[src/rtl/sms_card_trigger_ss_if.sv]
`default_nettype none
// =============================================================================
// Module   : sms_card_trigger_ss_if
// Purpose  : Pin bundle of the SMS trigger / single-shot card.
// Revision : 1.0 - initial release
// =============================================================================
interface sms_card_trigger_ss_if;
  logic a;
  logic b;
  logic d;
  logic e;
  logic f;
  logic g;
  logic k;
  logic c;
  logic h;
  logic p;
  logic q;

  modport master (output a, b, d, e, f, g, k, input c, h, p, q);
  modport slave  (input a, b, d, e, f, g, k, output c, h, p, q);
endinterface
`default_nettype wire

[src/rtl/sms_card_trigger_ss.sv]
`default_nettype none
// =============================================================================
// Module   : sms_card_trigger_ss
// Purpose  : Binary trigger (DC/AC set-reset, complement) plus locked single shot.
// Revision : 1.0 - initial release
// =============================================================================
module sms_card_trigger_ss #(
  parameter int PULSE_CYCLES    = 4,
  parameter int RECOVERY_CYCLES = 2
) (
  input  logic                 clk,
  input  logic                 rst,
  sms_card_trigger_ss_if.slave pins
);

  localparam int MAX_CYCLES = (PULSE_CYCLES > RECOVERY_CYCLES) ?
                              ((PULSE_CYCLES > 2) ? PULSE_CYCLES : 2) :
                              ((RECOVERY_CYCLES > 2) ? RECOVERY_CYCLES : 2);
  localparam int CNT_W = $clog2(MAX_CYCLES);
  localparam logic [CNT_W-1:0] PULSE_LOAD = CNT_W'(PULSE_CYCLES - 1);
  localparam logic [CNT_W-1:0] REC_LOAD   = CNT_W'((RECOVERY_CYCLES > 0) ? RECOVERY_CYCLES - 1 : 0);

  typedef enum logic [1:0] {
    SS_IDLE    = 2'd0,
    SS_PULSE   = 2'd1,
    SS_RECOVER = 2'd2
  } ss_state_t;

  // Open-collector drivers float when off; the card pull-up turns z into 1.
  function automatic logic pull_up(input logic pin);
    if (pin === 1'b0)      return 1'b0;
    else if (pin === 1'b1) return 1'b1;
    else if (pin === 1'bz) return 1'b1;
    else                   return 1'b0;
  endfunction

  logic a_rd, b_rd, d_rd, e_rd, f_rd, g_rd, k_rd;
  logic e_fall, g_fall, k_fall;
  logic state_d, state_q;
  logic e_prev_d, e_prev_q, g_prev_d, g_prev_q, k_prev_d, k_prev_q;
  ss_state_t ss_d, ss_q;
  logic [CNT_W-1:0] cnt_d, cnt_q;
  logic p_d, p_q;
  logic to_idle;

  always_comb begin
    a_rd = pull_up(pins.a);
    b_rd = pull_up(pins.b);
    d_rd = pull_up(pins.d);
    e_rd = pull_up(pins.e);
    f_rd = pull_up(pins.f);
    g_rd = pull_up(pins.g);
    k_rd = pull_up(pins.k);
  end

  assign e_fall = ~e_rd & e_prev_q;
  assign g_fall = ~g_rd & g_prev_q;
  assign k_fall = ~k_rd & k_prev_q;

  // Edges are tracked every cycle, so an edge arriving on a closed gate is lost.
  always_comb begin
    e_prev_d = e_rd;
    g_prev_d = g_rd;
    k_prev_d = k_rd;
    state_d  = state_q;
    if (!b_rd)                                   state_d = 1'b0;
    else if (!a_rd)                              state_d = 1'b1;
    else if (e_fall && d_rd && g_fall && f_rd)   state_d = ~state_q;
    else if (e_fall && d_rd)                     state_d = 1'b1;
    else if (g_fall && f_rd)                     state_d = 1'b0;
  end

  // Leaving PULSE/RECOVER lands in IDLE on the same edge, so a k edge there is taken.
  always_comb begin
    ss_d    = ss_q;
    cnt_d   = cnt_q;
    to_idle = 1'b0;
    case (ss_q)
      SS_IDLE: to_idle = 1'b1;
      SS_PULSE: begin
        if (cnt_q != '0) begin
          cnt_d = cnt_q - 1'b1;
        end else if (RECOVERY_CYCLES == 0) begin
          to_idle = 1'b1;
        end else begin
          ss_d  = SS_RECOVER;
          cnt_d = REC_LOAD;
        end
      end
      SS_RECOVER: begin
        if (cnt_q != '0) cnt_d = cnt_q - 1'b1;
        else             to_idle = 1'b1;
      end
      default: to_idle = 1'b1;
    endcase
    if (to_idle) begin
      if (k_fall) begin
        ss_d  = SS_PULSE;
        cnt_d = PULSE_LOAD;
      end else begin
        ss_d  = SS_IDLE;
        cnt_d = '0;
      end
    end
    p_d = (ss_d == SS_PULSE);
  end

  always_ff @(posedge clk) begin
    if (rst) begin
      state_q  <= 1'b0;
      e_prev_q <= 1'b1;
      g_prev_q <= 1'b1;
      k_prev_q <= 1'b1;
      ss_q     <= SS_IDLE;
      cnt_q    <= '0;
      p_q      <= 1'b0;
    end else begin
      state_q  <= state_d;
      e_prev_q <= e_prev_d;
      g_prev_q <= g_prev_d;
      k_prev_q <= k_prev_d;
      ss_q     <= ss_d;
      cnt_q    <= cnt_d;
      p_q      <= p_d;
    end
  end

  assign pins.c = state_q;
  assign pins.h = ~state_q;
  assign pins.p = p_q;
  assign pins.q = ~p_q;

endmodule
`default_nettype wire
[src/flat_wrapper.sv]
// flat-port wrapper written by rule: the top's interface ports become plain ports
module sms_card_trigger_ss_flat 
#(
  parameter int PULSE_CYCLES    = 4,
  parameter int RECOVERY_CYCLES = 2
)
  (clk, rst, pins_a, pins_b, pins_d, pins_e, pins_f, pins_g, pins_k, pins_c, pins_h, pins_p, pins_q);
  sms_card_trigger_ss_if pins_i ();
  input  logic clk;
  input  logic rst;
  input wire logic [$bits(pins_i.a)-1:0] pins_a;
  input wire logic [$bits(pins_i.b)-1:0] pins_b;
  input wire logic [$bits(pins_i.d)-1:0] pins_d;
  input wire logic [$bits(pins_i.e)-1:0] pins_e;
  input wire logic [$bits(pins_i.f)-1:0] pins_f;
  input wire logic [$bits(pins_i.g)-1:0] pins_g;
  input wire logic [$bits(pins_i.k)-1:0] pins_k;
  output wire logic [$bits(pins_i.c)-1:0] pins_c;
  output wire logic [$bits(pins_i.h)-1:0] pins_h;
  output wire logic [$bits(pins_i.p)-1:0] pins_p;
  output wire logic [$bits(pins_i.q)-1:0] pins_q;
  assign pins_i.a = pins_a;
  assign pins_i.b = pins_b;
  assign pins_i.d = pins_d;
  assign pins_i.e = pins_e;
  assign pins_i.f = pins_f;
  assign pins_i.g = pins_g;
  assign pins_i.k = pins_k;
  assign pins_c = pins_i.c;
  assign pins_h = pins_i.h;
  assign pins_p = pins_i.p;
  assign pins_q = pins_i.q;
  sms_card_trigger_ss #(.PULSE_CYCLES(PULSE_CYCLES), .RECOVERY_CYCLES(RECOVERY_CYCLES)) u_core (.clk(clk), .rst(rst), .pins(pins_i));
endmodule
[config.mk]
export PLATFORM = sky130hd
export DESIGN_NAME = sms_card_trigger_ss_flat
export DESIGN_NICKNAME = d
export VERILOG_FILES = /design/src/rtl/sms_card_trigger_ss_if.sv /design/src/rtl/sms_card_trigger_ss.sv /design/src/flat_wrapper.sv
export SDC_FILE = /design/constraint.sdc
export NUM_CORES = 1
export LEC_CHECK = 0
export ABC_CLOCK_PERIOD_IN_PS = 1400
export BUFFER_PORTS_ARGS = -buffer_cell sky130_fd_sc_hd__buf_2
export CAP_MARGIN = 5
export CORE_AREA = 2 2 39 41
export DETAILED_ROUTE_END_ITERATION = 10
export DIE_AREA = 0 0 41 43
export SETUP_SLACK_MARGIN = 0.2
export SYNTH_ARGS = -nofsm -noshare
export SYNTH_HDL_FRONTEND = slang
export SYNTH_SLANG_ARGS = --single-unit
export TNS_END_PERCENT = 20
[constraint.sdc]
create_clock -name clk -period 1.4 [get_ports clk]
set_input_delay 0.14 -clock clk [delete_from_list [all_inputs] [get_ports clk]]
set_output_delay 0.14 -clock clk [all_outputs]
set_load 0.01 [all_outputs]
==> impl_metrics.sql <==
INSERT INTO impl_metrics (metric_group, metric, value, unit) VALUES
('worst_setup_path', 'critical_path_required_time', '1.59', 'ns'),
('drt', 'routed_via_density', '4.667', ''),
('min_path', 'type_of_the_most_critical_hold_path', 'primary input to flip-flop', ''),
('cts', 'clockRootBuffer', 'clkbuf_4', ''),
('power_and_ir_drop', 'peakVddDrop', '0.4604', 'mV'),
('cts', 'cts_max_level', '1', ''),
('logic_synthesis', 'ys_top_cells_by_area', 'dfxtp_1 47%, ha_1 6.6%, inv_1 5.9%', ''),
('floorplan', 'die_width', '41', 'um'),
('sta', 'final_report_max_slew_violation_count', '0', ''),
('drt', 'route.antenna.remaining_nets', '0', ''),
('drt', 'route.detailed.wl_per_inst', '9.920', 'um'),
('sta', 'fmax', '755.3', 'MHz'),
('drt', 'routed_wirelength', '744', 'um'),
('cells_and_area', 'final_layout_size_suffix_gt1_share', '47.46', '%'),
('logic_synthesis', 'synthDominantCellAreaShare', '47.37', '%'),
('logic_synthesis', 'synth_area_leader_cell', 'dfxtp_1', ''),
('sta', 'tns', '0', 'ns'),
('logic_synthesis', 'synth-seq-area-share', '47.37', '%'),
('placed_design', 'dp_hpwl', '591', 'um'),
('drt', 'drt_first_iter_violations', '0', ''),
('cts', 'clk_slew_on_worst_s_h_paths', '0.06', 'ns'),
('worst_setup_path', 'critPathArrivalTime', '1.51', 'ns'),
('logic_synthesis', 'netlist_instances', '42', ''),
('sta', 'actual_transition_at_the_worst_max_transition_pin', '0.3060', 'ns'),
('cells_and_area', 'fillers', '135', ''),
('global_routing', 'antenna_found_initial', '0', ''),
('sta', 'final_hold_viol_count', '0', ''),
('cts', 'numClockSinks', '9', ''),
('placed_design', 'gp_congestion', '0.6983', ''),
('outcome', 'outcome', 'completed', ''),
('global_routing', 'global_route.peak_usage_layer', 'met2', ''),
('cts', 'ctsLongestPathBuffers', '2', ''),
('sta', 'slew_headroom', '79.39', '%'),
('logic_synthesis', 'synthesis.area_per_instance', '9.056', 'sq um'),
('floorplan', 'std_cell_rows', '14', ''),
('floorplan', 'die_area', '1763', 'sq um'),
('run', 'maxCapViolCount', '0', ''),
('placed_design', 'dp_worst_setup_slack', '0.05424', 'ns'),
('worst_setup_path', 'critical_path.endpoint_type', 'flip-flop', ''),
('cts', 'hold_buffers', '0', ''),
('cts', 'tritoncts', 'yes', ''),
('sta', 'timing.clock.skew', '0.004141', 'ns'),
('global_routing', 'grt_pass1_vias', '364', ''),
('floorplan', 'initial_core_util', '27.49', '%'),
('sta', 'setup_violations', '0', ''),
('logic_synthesis', 'yosysWarnings', '0', ''),
('sta', 'period_needed', '1.324', 'ns'),
('global_routing', 'grt_util_met1', '10.86', '%'),
('power_and_ir_drop', 'power_density_over_the_cells', '1099', 'nW/um^2'),
('worst_setup_path', 'cp_max_fo', '5', ''),
('placed_design', 'io_buffer_count', '12', ''),
('global_routing', 'grtUsageMet2', '20.31', '%'),
('logic_synthesis', 'register_bit_count_reported_by_yosys', '9', ''),
('global_routing', 'grtUsageMet3', '3.141', '%'),
('cts', 'clock_insertion_delay_worst_skew', '0.26', 'ns'),
('drt', 'drt_drc_violations_left', '0', ''),
('worst_setup_path', 'critical_path_class', 'flip-flop to flip-flop', ''),
('global_routing', 'globalRoute.totalOverflow', '0', ''),
('placed_design', 'dpl-instance-area', '493.0', 'sq um'),
('drt', 'detail_route.first_pass.iterations', '1', ''),
('floorplan', 'core_region_area', '1384', 'sq um'),
('worst_setup_path', 'cp-start-kind', 'flip-flop', ''),
('logic_synthesis', 'syn_nets', '53', ''),
('logic_synthesis', 'synth_cell_types', '20', ''),
('logic_synthesis', 'synth.cell_area', '380.4', 'sq um'),
('sta', 'final_period_utilization', '94.57', '%'),
('global_routing', 'grt_first_pass_wirelength', '1366', 'um'),
('floorplan', 'vert_die_dim', '43', 'um'),
('sta', 'grt_setup_unrepaired', 'yes', ''),
('sta', 'setup_slack', '0.07600', 'ns'),
('cells_and_area', 'area_growth', '40.79', '%'),
('cells_and_area', 'num-nets-final', '71', ''),
('global_routing', 'global_route.usage.total', '12.03', '%'),
('cells_and_area', 'final_design_area_no_fill', '535.5', 'sq um'),
('global_routing', 'pin_count_of_the_biggest_net_entering_global_routing', '9', ''),
('cts', 'numCtsBuffers', '3', ''),
('power_and_ir_drop', 'power_leakage', '0.2317', 'nW'),
('cells_and_area', 'num_antenna_cells', '0', ''),
('floorplan', 'boundaryPins', '13', ''),
('drt', 'route.vias.total', '350', '');
[metrics by stage]
stage	utilization (%)	power (W)	hold WS (ns)	instances
floorplan	-	0.0003562	0.2091	42
finish	38.70	0.0005883	0.05818	75
global placement	35.62	0.0003897	0.3331	70
global route	38.70	0.0006193	0.07002	75
detailed placement	35.62	0.0003916	0.3403	70
CTS	38.70	0.0005961	0.05589	75
[cells in the mapped netlist (all sizes together)]
library cell and number:
dfxtp 9, inv 6, nor2 5, o21ai 3
a21oi 2, ha 2, nand2 2, or2 2
a22oi 1, a311oi 1, and3b 1, nand3 1
nor2b 1, nor3b 1, o211ai 1, o221ai 1
or3 1, or4 1, xor2 1
[cells in the final DEF, fill, tap and decap left out, types with 2 or more instances in the layout]
cell type / instances
nor2_1: 4
buf_2: 12
ha_4: 2
nand2_1: 2
o21ai_0: 3
inv_1: 4
or2_2: 2
dfxtp_1: 7
inv_2: 2
dfxtp_2: 2
clkbuf_4: 3
[logic make-up after synthesis]
| logic type | count (synthesis) | share of synthesized area [%] |
|---|---|---|
| AO/OA/AOI/OAI | 9 | 15.13 |
| XOR/XNOR | 1 | 2.303 |
| adder cells (fa/ha/maj) | 2 | 6.578 |
| buffers and inverters | 6 | 5.921 |
| flip-flops | 9 | 47.37 |
| AND/OR/NAND/NOR | 15 | 22.70 |
[routing by layer]
metal	part of all wire [%]	routed length, um	vias up
met5	0	0	-
met4	3.5	26	0
met3	6.6	49	4
met2	52	388	14
met1	38	281	155
li1	-	-	177
[sequential cells by signal, summed over array words and instances (netlist names)]
name,cells
u_core.g_prev_q,1
u_core.e_prev_q,1
u_core.k_prev_q,1
u_core.cnt_q,2
u_core.pins.p,1
u_core.pins.c,1
u_core.ss_q,2
[critical path, stage by stage, from the launching register on]
cell and delay, ns:
dfxtp_2 0.34, inv_2 0.08, ha_4 0.14, nor2_4 0.05, or4_4 0.48, a22oi_1 0.17
[final timing paths]
kind              slack, ns             to  cells past startpoint       startpoint
hold / removal         0.06  u_core.pins.c                      2           pins_a
setup reg to reg       0.08  u_core.pins.p                      5   u_core.ss_q[1]
hold reg to reg        0.48  u_core.pins.c                      2  u_core.e_prev_q
setup / recovery       0.08  u_core.pins.p                      5   u_core.ss_q[1]
[power by group]
group,internal [W],switching [W],total [W]
logic,0.0000515,0.0000488,0.000100
clock network,0.000110,0.0000873,0.000197
registers,0.000275,0.0000159,0.000291
total,0.000436,0.000152,0.000588
[cell type report]
| class | instances | area [sq um] | area share [%] |
|---|---|---|---|
| multi-input combinational | 27 | 216.5 | 40.42 |
| sequential | 9 | 182.7 | 34.11 |
| timing repair buffer | 13 | 67.56 | 12.62 |
| clock buffer | 4 | 26.28 | 4.907 |
| inverter | 6 | 22.52 | 4.206 |
| tap | 16 | 20.02 | 3.738 |
[what timing repair did]
| action | CTS | global route |
|---|---|---|
| setup endpoints to repair | 5 | 5 |
| buffers inserted | 1 | 0 |
| pin swaps | 2 | 0 |
| resized for setup | 2 | 0 |
Note: power is estimated with default switching activity, not from simulation.
